File: src/rtl/vit_pkg.sv
// Shared constants for the Viterbi receive path: code-rate encodings, puncture
// periods and the per-phase erasure masks used by the depuncturer and BMU.
package vit_pkg;

    localparam logic [1:0] RATE_12  = 2'b00;
    localparam logic [1:0] RATE_23  = 2'b01;
    localparam logic [1:0] RATE_34  = 2'b10;
    localparam logic [1:0] RATE_ILL = 2'b11;

    localparam int PERIOD_12 = 2;
    localparam int PERIOD_23 = 3;
    localparam int PERIOD_34 = 4;

    // Erase masks are {A, B}; a set bit marks a punctured position.
    localparam logic [1:0] ERASE_NONE = 2'b00;
    localparam logic [1:0] ERASE_B    = 2'b01;
    localparam logic [1:0] ERASE_A    = 2'b10;

    function automatic logic [1:0] last_phase(input logic [1:0] rate);
        int period;
        case (rate)
            RATE_23: period = PERIOD_23;
            RATE_34: period = PERIOD_34;
            default: period = PERIOD_12;
        endcase
        return 2'(period - 1);
    endfunction

endpackage

File: src/rtl/depuncturer.sv
// Re-inserts 802.11a punctured bits and emits one (A,B) pair with erasure
// flags per completed pair, registered, for the Viterbi decoder input.
module depuncturer
    import vit_pkg::*;
(
    input  logic       iClk,
    input  logic       iRst,
    input  logic       iStart,
    input  logic [1:0] iRate,
    input  logic       iValid,
    input  logic       iBit,
    input  logic       iLast,
    output logic [1:0] oData,
    output logic [1:0] oErase,
    output logic       oValid,
    output logic       oLast,
    output logic       oRateErr
);

    localparam logic [0:0] ST_IDLE = 1'b0;
    localparam logic [0:0] ST_RUN  = 1'b1;

    logic [0:0] state;
    logic [1:0] phase;
    logic [1:0] rate_q;
    logic       held;

    logic       start;
    logic       take;
    logic [1:0] rate_new;
    logic [1:0] rate_eff;
    logic [1:0] ph_eff;
    logic [1:0] ph_next;
    logic       emit;
    logic [1:0] pair;
    logic [1:0] era;

    always_comb begin
        start    = iValid & iStart;
        take     = iValid & (iStart | (state == ST_RUN));
        rate_new = (iRate == RATE_ILL) ? RATE_12 : iRate;
        // A start bit is always phase 0 of the newly latched rate.
        rate_eff = start ? rate_new : rate_q;
        ph_eff   = start ? 2'd0 : phase;
        ph_next  = (ph_eff == last_phase(rate_eff)) ? 2'd0 : ph_eff + 2'd1;

        emit = 1'b0;
        pair = 2'b00;
        era  = ERASE_NONE;
        case (ph_eff)
            2'd0: begin
                if (iLast) begin
                    emit = 1'b1;
                    pair = {iBit, 1'b0};
                    era  = ERASE_B;
                end
            end
            2'd1: begin
                emit = 1'b1;
                pair = {held, iBit};
                era  = ERASE_NONE;
            end
            2'd2: begin
                if (rate_eff != RATE_12) begin
                    emit = 1'b1;
                    pair = {iBit, 1'b0};
                    era  = ERASE_B;
                end
            end
            default: begin
                if (rate_eff == RATE_34) begin
                    emit = 1'b1;
                    pair = {1'b0, iBit};
                    era  = ERASE_A;
                end
            end
        endcase
    end

    always_ff @(posedge iClk) begin
        if (!iRst) begin
            state    <= ST_IDLE;
            phase    <= 2'd0;
            rate_q   <= RATE_12;
            held     <= 1'b0;
            oData    <= 2'b00;
            oErase   <= 2'b00;
            oValid   <= 1'b0;
            oLast    <= 1'b0;
            oRateErr <= 1'b0;
        end else begin
            oValid <= 1'b0;
            oLast  <= 1'b0;
            if (take) begin
                if (emit) begin
                    oValid <= 1'b1;
                    oData  <= pair;
                    oErase <= era;
                    oLast  <= iLast;
                end
                if (ph_eff == 2'd0)
                    held <= iBit;
                if (start) begin
                    rate_q   <= rate_new;
                    oRateErr <= (iRate == RATE_ILL);
                end
                if (iLast) begin
                    state <= ST_IDLE;
                    phase <= 2'd0;
                end else begin
                    state <= ST_RUN;
                    phase <= ph_next;
                end
            end
        end
    end

endmodule

File: config.mk
export PLATFORM = sky130hd
export DESIGN_NAME = depuncturer
export DESIGN_NICKNAME = d
export VERILOG_FILES = /design/src/rtl/vit_pkg.sv /design/src/rtl/depuncturer.sv
export SDC_FILE = /design/constraint.sdc
export NUM_CORES = 1
export LEC_CHECK = 0
export CELL_PAD_IN_SITES_DETAIL_PLACEMENT = 1
export CELL_PAD_IN_SITES_GLOBAL_PLACEMENT = 2
export CORE_ASPECT_RATIO = 0.6
export CORE_MARGIN = 5
export CORE_UTILIZATION = 32
export DETAILED_ROUTE_END_ITERATION = 8
export PLACE_DENSITY = 0.89
export SLEW_MARGIN = 0
export SYNTH_ARGS = -nofsm -noshare
export SYNTH_HDL_FRONTEND = slang
export SYNTH_SLANG_ARGS = --single-unit
File: constraint.sdc
create_clock -name iClk -period 2.44 [get_ports iClk]
set_input_delay 0.244 -clock iClk [delete_from_list [all_inputs] [get_ports iClk]]
set_output_delay 0.244 -clock iClk [all_outputs]
set_load 0.01 [all_outputs]
# [After elaboration in Yosys (flattened, before gate mapping)]
# Cells that the tools add are included.
[totals] reg_bits=13 inputBits=8 output_inout_bits=7 elab_cells=47
[op_classes] add_sub_neg=2 eq_ne=6 n_mux=20 bitwise=3 reduce_logical=7
[op_table] op="2-bit two-way mux" n=8
[op_table] op="2-bit case mux with 3 select lines" n=2
[op_table] op="1-bit two-way mux" n=8
[op_table] op="2-bit AND reduction" n=4
[op_table] op="2-bit equality test, second input constant" n=3
[op_table] op="2-bit by 1-bit equality test with 1-bit output, second input constant" n=2
[op_table] op="2-bit case mux with 2 select lines" n=1
[op_table] op="1-bit case mux with 3 select lines" n=1
[op_table] op="3-bit AND reduction" n=1
[op_table] op="2-bit by 1-bit adder with 2-bit output, second input constant" n=1
[op_table] op="1-bit AND" n=2
[op_table] op="2-bit equality test" n=1
[op_table] op="2-bit logical NOT" n=1
[op_table] op="2-bit nonzero test" n=1
[op_table] op="2-bit subtractor, second input constant" n=1
[op_table] op="1-bit bitwise OR" n=1

# [Depth between registers and ports, before layout]
# Gate-level depths: netlist of the first run.
[depth] ltp_word=9 mapped_depth=9 depth_no_buf=9

# [Least setup slack after synthesis of the first run]
# No wires, ideal clock.
[synth_timing] path_kind="input-to-reg" startpoint="input iValid" endpoint="register oErase[1]" setup_time_ns=0.116 arrival_ns=1.640 required_time_ns=2.324 slack_ns=0.684 cell_stages=8 n_path_buf=0 cell_sequence="nand2_1 -> nor3b_1 -> a21oi_1 -> ha_1 -> nor2b_4 -> a311oi_4 -> mux2i_1 -> nor2b_1"
[synth_via] elab_chain_len=6 elab_cells_between_ends=15 classes_between="eq/ne (3); mux (7); bitwise (2); reduce/logical (3)"
[synth_lines] item="from (decl)" line="depuncturer.sv:10" source="input logic iValid,"
[synth_lines] item="1-bit AND" line="depuncturer.sv:39" source="start = iValid & iStart;"
[synth_lines] item="2-bit two-way mux"
[synth_lines] item="2-bit equality test or 2-bit nonzero test (tied branches)" line="depuncturer.sv:71, depuncturer.sv:64"
[synth_lines] item="1-bit two-way mux (on tied branches)" line="depuncturer.sv:71, depuncturer.sv:64"
[synth_lines] item="1-bit case mux with 3 select lines" line="depuncturer.sv:50" source="case (ph_eff)"
[synth_lines] item="2-bit AND reduction (no line)"
[synth_lines] item="to (signal assigned)" line="depuncturer.sv:98" source="oErase <= era;"
[synth_lines] item="to (decl)" line="depuncturer.sv:14" source="output logic [1:0] oErase,"
# Parallel ways exist; a longest one is shown, timed or not.
# A chain may end at the register's enable or synchronous reset.

# [Final worst setup path of the first run]
# Same ends and word-level chain as after synthesis.

==> results of run 1 <==
## worst min path at each step
stage,cells after the start,to,slack [ns]
after detailed placement,2,oRateErr$_SDFFE_PN0P_,0.46
after global routing,2,oData[1]$_SDFFE_PN0P_,0.51
after global placement,2,oRateErr$_SDFFE_PN0P_,0.46
final,2,oRateErr$_SDFFE_PN0P_,0.46
after floorplan,1,oLast$_SDFF_PN0_,0.39
after CTS,2,oRateErr$_SDFFE_PN0P_,0.47
## final cells by class
| class | instances | area share, % |
|---|---|---|
| Clock buffer | 4 | 4.47 |
| Inverter | 5 | 1.86 |
| Multi-Input combinational cell | 61 | 45.8 |
| Tap cell | 30 | 3.72 |
| Timing Repair Buffer | 20 | 18.4 |
| Sequential cell | 13 | 25.8 |
## critical path, delay by kind of cell
family	cells	cell delay, ns
muxes	1	0.24
and+or+nand+nor	4	0.70
buffers and inverters	1	0.47
adders and majority gates	1	0.24
AOI/OAI and AO/OA	2	0.50
## Yosys cell counts
library cell | n | share of area [%]
a21boi_0 | 3 | 3.0
a21boi_1 | 1 | 1.0
a21oi_1 | 3 | 2.0
a311oi_4 | 1 | 3.6
a32oi_1 | 1 | 1.2
and2_1 | 2 | 1.7
and3_1 | 1 | 0.85
clkbuf_1 | 1 | 0.51
dfxtp_1 | 13 | 35
ha_1 | 8 | 14
inv_1 | 5 | 2.5
mux2_2 | 1 | 1.5
mux2i_1 | 1 | 1.4
nand2_1 | 9 | 4.6
nand2_2 | 2 | 1.7
nand2b_1 | 2 | 1.7
nand3_1 | 2 | 1.4
nand3b_1 | 1 | 1.0
nand4_1 | 3 | 2.5
nor2_1 | 2 | 1.0
nor2b_1 | 4 | 3.4
nor2b_4 | 1 | 1.9
nor3b_1 | 2 | 2.0
o211a_1 | 1 | 1.4
o21a_1 | 1 | 1.0
o21ai_0 | 2 | 1.4
o21ai_2 | 1 | 1.2
o21bai_1 | 1 | 1.0
o22ai_1 | 3 | 2.5
xnor2_1 | 1 | 1.2
xor2_1 | 1 | 1.2
## per-layer routing
metal  vias up  share of wire, %
li1        326                 -
met1       333                51
met2        14                43
met3         6               3.7
met4         0               2.4
met5         -                 0
## power by group
| group | internal, mW | total [mW] | switching, mW | leakage (nW) |
|---|---|---|---|---|
| clock | 0.116 | 0.200 | 0.0843 | 0.0228 |
| sequential | 0.221 | 0.227 | 0.00578 | 0.106 |
| combinational | 0.0453 | 0.0902 | 0.0449 | 0.299 |
| total | 0.382 | 0.517 | 0.135 | 0.428 |
## flip-flops by register name, indices dropped and copies added, names as in the netlist
| register | flops |
|---|---|
| oLast | 1 |
| phase | 2 |
| held | 1 |
| rate_q | 2 |
| oData | 2 |
| oRateErr | 1 |
| oErase | 2 |
| oValid | 1 |
| state | 1 |
## through the flow
| stage | std cells | setup slack [ns] |
|---|---|---|
| 5_1_grt | 133 | 0.0232 |
| 6_report | 133 | 0.180 |
| 3_5_place_dp | 128 | -0.0669 |
| 4_1_cts | 132 | 0.146 |
| 3_3_place_gp | 128 | 0.0366 |
| 2_1_floorplan | 80 | 0.684 |
## kinds of logic after synthesis
group	synth area share [%]
xor gates and xnor gates	2.37
and+or+nand+nor	23.7
buffers and inverters	3.05
DFF	35.2
AOI/OAI and AO/OA	19.3
adders and majority gates	13.5
muxes	2.88
## timing repair
item / in CTS / in global routing
setup endpoints to repair: 0 / 2
resized for setup: 0 / 1
setup buffers: 0 / 1
==> run_results.csv, run 1 <==
group,metric,value,unit
clocking,cts_root_buffer,"clkbuf_8",
setup_path,end_kind,"flip-flop",
power_and_ir_drop,p_leak,0.428,nW
floorplanning,die_h,47.2,microns
setup_path,critPathMaxStageDelay,0.47,ns
status,status,"finished clean",
grt,grt_pass1_wl,3210,microns
sta,hold_ws,0.464,ns
finish,fillCellCount,271,
sta,max_freq,442,MHz
setup_path,rr_endpoint,"oErase[1]$_SDFFE_PN0P_",
grt,use_met3,5.13,%
floorplanning,pin_count,15,
finish,finalNetCount,120,
finish,utilization,46.3,%
setup_path,start_kind,"primary input",
drt,via_per_inst,5.11,
place,dp_hpwl,1520,microns
floorplanning,core_area,2180,sq um
power_and_ir_drop,peakVddDrop,0.224,mV
setup_path,criticalPathCategory,"primary input to flip-flop",
drt,drt_pass1_iterations,4,
setup_path,crit_chain,"clkdlybuf4s50_1, nand2_1, nor3b_1, a21oi_1, ha_1, nand2b_1, a311oi_4, mux2i_1, nor2b_1",
clocking,clk_pin_slew,0.06,ns
worst_hold_path,hp-class,"flip-flop to flip-flop",
grt,antenna_found_initial,0,
setup_path,cp_max_fo,7,
yosys,ys_warn_count,0,
grt,met1_usage,17.6,%
sta,fin_crit,2.26,ns
sta,fin_tns_setup,0,ns
grt,grt-ovfl-total,0,
sta,worst_pin_slew,0.508,ns
setup_path,endpoint,"oErase[1]$_SDFFE_PN0P_",
grt,grt_use_total,13.5,%
sta,fin_skew,0.00427,ns
grt,grt_max_degree,16,
yosys,netlist_area,739,sq um
grt,grtUsageMet2,18.6,%
drt,vias,679,
place,io_buffers,14,
setup_path,cp.required,2.58,ns
yosys,syn_inst,80,
yosys,syn_avg_cell_area,9.24,sq um
worst_hold_path,hold_start,"oRateErr$_SDFFE_PN0P_",
place,dpl_cell_area,951,sq um
setup_path,reg2reg_slack,0.72,ns
sta,report.final.slew_viol_count,0,
drt,wl_per_cell,14.9,microns
yosys,ys_types,31,
finish,multi_input_area,462,sq um
power_and_ir_drop,power_density,513,nW/um^2
finish,syn_to_final_growth,36.4,%
setup_path,rr_startpoint,"phase[1]$_SDFFE_PN0N_",
finish,layout_commonest_cell,"clkdlybuf4s50_1",
grt,grt_pass1_vias,645,
drt,drc,0,
setup_path,cp.arrival,2.40,ns
clocking,cts.sinks,13,
clocking,tritoncts,"yes",
sta,period_share,92.6,%
drt,dr.first_iter.drc_count,42,
clocking,numCtsBuffers,3,
floorplanning,dieArea,3400,sq um
run,cap_viol_max_count,0,
clocking,h-tree-depth,1,
yosys,ys_ff_latch,13,
setup_path,critPathLaunch,"iValid",
drt,drt-total-wl,1980,microns
floorplanning,rows,13,
sta,setup_violations,0,
finish,drive_gt1_share,15.5,%
grt,grt-busiest-layer,"met2",
yosys,synth.net_count,96,
finish,finalInstanceArea,1010,sq um
place,place_congestion,0.735,
floorplanning,die_x,72.1,microns
drt,ant_nets,0,
sta,hold_viol,0,
clocking,hold_buffers,0,
finish,final_cell_mix,"clkdlybuf4s50_1, dfxtp_1, nand2_1, ha_1, buf_4",
floorplanning,start_util,33.9,%
sta,rsz0062_at_grt,"no",
clocking,clk_latency,0.25,ns
yosys,yosysSeqAreaShare,35.2,%
finish,n_antenna_cell,0,
power_and_ir_drop,power,517,uW
clocking,clockBufferDepth,2,
setup_path,slowest_stage,"clkdlybuf4s50_1",
sta,slew_headroom,66.0,%
finish,register_area,260,sq um
setup_path,reg2reg_depth,7,
Note: power is estimated with default switching activity, not from simulation.
==> run 2: changes to the inputs <==
Settings changed: CORE_UTILIZATION 32 to 30, PLACE_DENSITY 0.89 to 0.85, REMOVE_ABC_BUFFERS set to 1.
==> run 2 against run 1 <==
Net effect:
- first-iteration DRC count down 60%
- combinational power down 4.4%
- non-clock buffer count down 1
- final cell count down 0.75%
- sequential cell count unchanged
- critical path type unchanged
- largest cell class unchanged
==> run_results.csv, run 2 (same netlist as run 1, synthesis figures left out) <==
group,metric,value,unit
status,status,"finished clean",
floorplanning,die_x,74.1,microns
drt,wl_per_cell,13.7,microns
clocking,postCtsResizedCells,0,
floorplanning,die_h,48.5,microns
grt,grt_pass1_wl,3080,microns
clocking,clk_latency,0.24,ns
place,dp_hpwl,1480,microns
place,dpl_cell_area,951,sq um
place,place_congestion,0.790,
power_and_ir_drop,switching_share,24.7,%
drt,drt_pass1_iterations,4,
sta,period_share,91.4,%
floorplanning,rows,13,
worst_hold_path,hp-class,"flip-flop to flip-flop",
place,io_buffers,14,
drt,vias,617,
setup_path,cp.required,2.58,ns
setup_path,critical_path.top_delay_family,"simple AND/OR/NAND/NOR gates",
run,cap_viol_max_count,0,
sta,slew_headroom,65.4,%
finish,finalInstanceArea,996,sq um
finish,syn_to_final_growth,34.7,%
sta,rsz0062_at_grt,"no",
grt,grt-ovfl-total,0,
sta,hold_ws,0.471,ns
power_and_ir_drop,power,505,uW
finish,utilization,44.1,%
setup_path,cp_max_fo,7,
floorplanning,start_util,32.7,%
finish,layout_commonest_cell,"clkdlybuf4s50_1",
setup_path,crit_chain,"clkdlybuf4s50_1, nand2_1, nor3b_1, a21oi_1, ha_1, nand2b_1, a311oi_4, mux2i_1, nor2b_1",
finish,finalNetCount,119,
sta,fin_skew,0.00711,ns
power_and_ir_drop,pwr-share-clk,38.1,%
power_and_ir_drop,p_leak,0.420,nW
drt,ant_nets,0,
floorplanning,pin_count,15,
power_and_ir_drop,seqPwrFrac,44.8,%
sta,hold_viol,0,
sta,report.final.slew_viol_count,0,
setup_path,start_kind,"primary input",
sta,worst_pin_slew,0.518,ns
sta,fin_crit,2.23,ns
power_and_ir_drop,p_int,380,uW
drt,drc,0,
finish,n_antenna_cell,0,
clocking,tritoncts,"yes",
finish,drive_gt1_share,13.7,%
setup_path,end_kind,"flip-flop",
drt,via_per_inst,4.67,
clocking,h-tree-depth,1,
floorplanning,core_area,2260,sq um
clocking,numCtsBuffers,3,
setup_path,criticalPathCategory,"primary input to flip-flop",
grt,grt_max_degree,16,
finish,final_cell_mix,"clkdlybuf4s50_1, dfxtp_1, nand2_1, ha_1",
power_and_ir_drop,p_sw,125,uW
setup_path,cp_num_buf_inv,1,
setup_path,reg2reg_slack,0.71,ns
power_and_ir_drop,comb_power_share,17.1,%
grt,antenna_found_initial,0,
clocking,cts.sinks,13,
clocking,clockBufferDepth,2,
setup_path,slowest_stage,"clkdlybuf4s50_1",
clocking,post_cts_buffers,0,
floorplanning,dieArea,3590,sq um
grt,grt_use_total,11.1,%
drt,drt-total-wl,1810,microns
sta,max_freq,449,MHz
clocking,hold_buffers,0,
power_and_ir_drop,power_density,507,nW/um^2
setup_path,cp.arrival,2.37,ns
setup_path,critPathMaxStageDelay,0.48,ns
drt,dr.first_iter.drc_count,17,
sta,setup_violations,0,
grt,grt_pass1_vias,612,
finish,fillCellCount,268,
clocking,clk_pin_slew,0.06,ns
power_and_ir_drop,peakVddDrop,0.181,mV
clocking,cts_root_buffer,"clkbuf_8",
run 2: changes by cell type in the layout (fill, tap and decap cells not counted):
cell / before / now
buf_4: 6 / 5
nor3b_1: 1 / 2
nor3b_2: 1 / 0
run 2: final cells by class:
type	instances	area, sq um	area share [%]
clock buffer	4	45.0	4.52
sequential	13	260	26.1
tap	30	37.5	3.77
timing repair buffer	19	178	17.8
multi-input combinational	61	457	45.9
inverter	5	18.8	1.88
run 2: stage by stage:
step | instances | setup slack, ns | TNS [ns]
floorplan | 79 | 0.684 | 0
global placement | 128 | 0.0559 | 0
detailed placement | 128 | -0.0244 | -0.0244
CTS | 132 | 0.228 | 0
global route | 132 | 0.0691 | 0
finish | 132 | 0.211 | 0
run 2: tightest hold or removal path: cells and delay by family, from the launching register on:
| kind | cells | cell delay, ns |
|---|---|---|
| compound gates | 1 | 0.06 |
| flops | 1 | 0.31 |
| simple gates | 1 | 0.05 |
run 2: power groups by stage:
stage	sequential, mW	clock (mW)	combinational (mW)
6_report	0.226	0.192	0.0862
2_1_floorplan	0.232	0	0.0425
3_3_place_gp	0.230	0	0.0848
5_1_grt	0.227	0.212	0.0950
3_5_place_dp	0.231	0	0.0866
4_1_cts	0.226	0.201	0.0869
run 2: layer usage:
| metal | GRT usage [%] | up-vias | wire, microns |
|---|---|---|---|
| met5 | 0 | - | 0 |
| met4 | 3.61 | 0 | 22 |
| met3 | 4.73 | 2 | 103 |
| met2 | 14.4 | 12 | 701 |
| met1 | 16.0 | 281 | 979 |
| li1 | - | 322 | - |
run 2: path summary, 6_finish.rpt:
path / start / to / cells after the start
worst max register to register: rate_q[0]$_SDFFE_PN0N_ / oErase[1]$_SDFFE_PN0P_ / 6
worst max-delay path: iStart / oErase[1]$_SDFFE_PN0P_ / 9
worst min register to register: oData[1]$_SDFFE_PN0P_ / oData[1]$_SDFFE_PN0P_ / 2
worst min-delay path: oData[1]$_SDFFE_PN0P_ / oData[1]$_SDFFE_PN0P_ / 2
==> run 3: changes to the inputs <==
Settings changed: ABC_AREA set to 1, MAX_ROUTING_LAYER set to met4, PLACE_DENSITY 0.85 to 0.9, SLEW_MARGIN 0 to 40.
==> run 3 against run 2 <==
Net effect:
- critical path depth up 4
- utilization down 3.6 points
- power up 3.4%
- final cell count up 20%
- sequential share of layout area down 0.61 points
- final area up 2.4%
- clock-buffer cell count unchanged
- critical path type unchanged
- clock skew down 0.0037 ns
- area after synthesis up 7.4%
- routed wire length up 12%
- register-to-register slack better by 0.21 ns
==> run_results.csv, run 3 <==
group,metric,value,unit
power_and_ir_drop,power_density,512,nW/um^2
setup_path,cp.required,2.61,ns
clocking,clk_pin_slew,0.06,ns
yosys,yosysMostFrequentCell,"nand2_1",
yosys,yosysTopAreaCell,"dfxtp_1",
sta,rsz0062_at_grt,"no",
floorplanning,start_util,31.5,%
setup_path,cp_max_fo,10,
power_and_ir_drop,power,522,uW
yosys,syn_inst,109,
place,dpl_cell_area,975,sq um
finish,final_cell_mix,"nand2_1, inv_1, clkdlybuf4s50_1, dfxtp_1",
finish,layout_commonest_cell,"nand2_1",
drt,dr.first_iter.drc_count,19,
sta,worst_pin_slew,0.320,ns
floorplanning,die_h,49.9,microns
finish,n_antenna_cell,0,
clocking,cts.sinks,13,
sta,hold_viol,0,
clocking,tritoncts,"yes",
grt,grt_pass1_wl,3280,microns
finish,drive_gt1_share,15.0,%
drt,drt-total-wl,2020,microns
setup_path,slowest_stage,"clkdlybuf4s50_1",
finish,utilization,40.4,%
floorplanning,core_area,2520,sq um
place,dp_hpwl,1650,microns
drt,vias,713,
drt,via_per_inst,4.48,
sta,fin_tns_setup,0,ns
power_and_ir_drop,p_leak,0.477,nW
grt,grt-ovfl-total,0,
yosys,netlist_area,795,sq um
grt,grt_use_total,11.3,%
clocking,numCtsBuffers,3,
clocking,hold_buffers,0,
yosys,ys.flop_type,"dfxtp_1",
sta,fin_crit,1.91,ns
clocking,postCtsResizedCells,0,
setup_path,criticalPathCategory,"primary input to flip-flop",
sta,worst_slack,0.529,ns
setup_path,start_kind,"primary input",
drt,ant_nets,0,
finish,finalInstanceArea,1020,sq um
floorplanning,rows,14,
setup_path,critical_path.top_delay_family,"simple AND/OR/NAND/NOR gates",
setup_path,end_kind,"flip-flop",
grt,grt_max_degree,11,
grt,antenna_found_initial,0,
grt,grt_pass1_vias,699,
finish,syn_to_final_growth,28.3,%
worst_hold_path,hp-class,"flip-flop to flip-flop",
place,io_buffers,14,
setup_path,critPathMaxStageDelay,0.54,ns
place,place_congestion,0.759,
finish,finalNetCount,144,
drt,drc,0,
finish,fillCellCount,326,
clocking,clk_latency,0.25,ns
setup_path,cp.arrival,2.08,ns
place,placed_cells,155,
yosys,yosysSeqAreaShare,32.8,%
clocking,h-tree-depth,1,
power_and_ir_drop,peakVddDrop,0.228,mV
yosys,ys_types,19,
setup_path,crit_chain,"clkdlybuf4s50_1, nand2_4, inv_2, nand3_1, nand2_1, inv_2, ha_1, nand2_1, and2_1, nand2_2, nand2_4, nand2_1, a21oi_1",
yosys,yosysTopAreaCellShare,32.8,%
yosys,syn_avg_cell_area,7.29,sq um
setup_path,cp_num_buf_inv,3,
finish,final_cells,159,
floorplanning,dieArea,3810,sq um
run,cap_viol_max_count,0,
yosys,ys_ff_latch,13,
yosys,synth.area.top_cells,"dfxtp_1, nand2_1, ha_1, inv_1, nand2_4",
place,pre_cts_ws,0.253,ns
yosys,synthArstFlopShare,0,%
clocking,clockBufferDepth,2,
yosys,ys_warn_count,0,
drt,wl_per_cell,12.7,microns
clocking,post_cts_buffers,0,
floorplanning,pin_count,15,
sta,slew_headroom,78.5,%
sta,setup_violations,0,
floorplanning,die_x,76.4,microns
sta,fin_skew,0.00342,ns
sta,report.final.slew_viol_count,0,
yosys,yosys-top-cells-count,"nand2_1, inv_1, dfxtp_1",
clocking,cts_root_buffer,"clkbuf_8",
yosys,synth_edf_count,0,
setup_path,critical_path.most_common_cell,"nand2_1",
drt,drt_pass1_iterations,4,
sta,period_share,78.3,%
sta,hold_ws,0.468,ns
sta,max_freq,523,MHz
status,status,"finished clean",
-- run 3: final timing paths --
| kind | startpoint | end | slack (ns) | depth (start not counted) |
|---|---|---|---|---|
| worst min-delay path | oRateErr$_SDFFE_PN0P_ | oRateErr$_SDFFE_PN0P_ | 0.47 | 2 |
| worst max register to register | phase[1]$_SDFFE_PN0N_ | oData[1]$_SDFFE_PN0P_ | 0.92 | 9 |
| worst min register to register | oRateErr$_SDFFE_PN0P_ | oRateErr$_SDFFE_PN0P_ | 0.47 | 2 |
| worst max-delay path | iValid | oErase[0]$_SDFFE_PN0P_ | 0.53 | 13 |
-- run 3: logic make-up after synthesis --
kind of cell / Yosys count / share of synthesized area [%]
fa+ha+maj: 8 / 12.6
buf+inv: 18 / 8.50
simple gates: 59 / 38.3
flops: 13 / 32.8
compound gates: 11 / 7.87
-- run 3: worst min-delay path: stages (launching register included) --
cell     delay, ns
dfxtp_1       0.31
nand2_1       0.06
a21oi_1       0.06
-- run 3: per-layer routing --
metal	part of all wire (%)	global-route usage, %	vias up
met4	0.40	0.872	0
li1	-	-	373
met1	52	13.9	329
met2	44	18.3	9
met3	3.4	4.36	2
met5	0	-	-
-- run 3: layout make-up --
| type | instances | area, sq um | share of cell area, % |
|---|---|---|---|
| flip-flops and latches | 13 | 260 | 25.5 |
| multi-input cells | 78 | 467 | 45.8 |
| inverters | 18 | 67.6 | 6.63 |
| well taps | 32 | 40.0 | 3.93 |
| repair buffers | 14 | 140 | 13.7 |
| clock buffers | 4 | 45.0 | 4.42 |
-- run 3: power breakdown --
| part | total (mW) | internal (mW) | switching (mW) |
|---|---|---|---|
| clock network | 0.200 | 0.116 | 0.0843 |
| logic | 0.0954 | 0.0404 | 0.0550 |
| registers | 0.227 | 0.221 | 0.00509 |
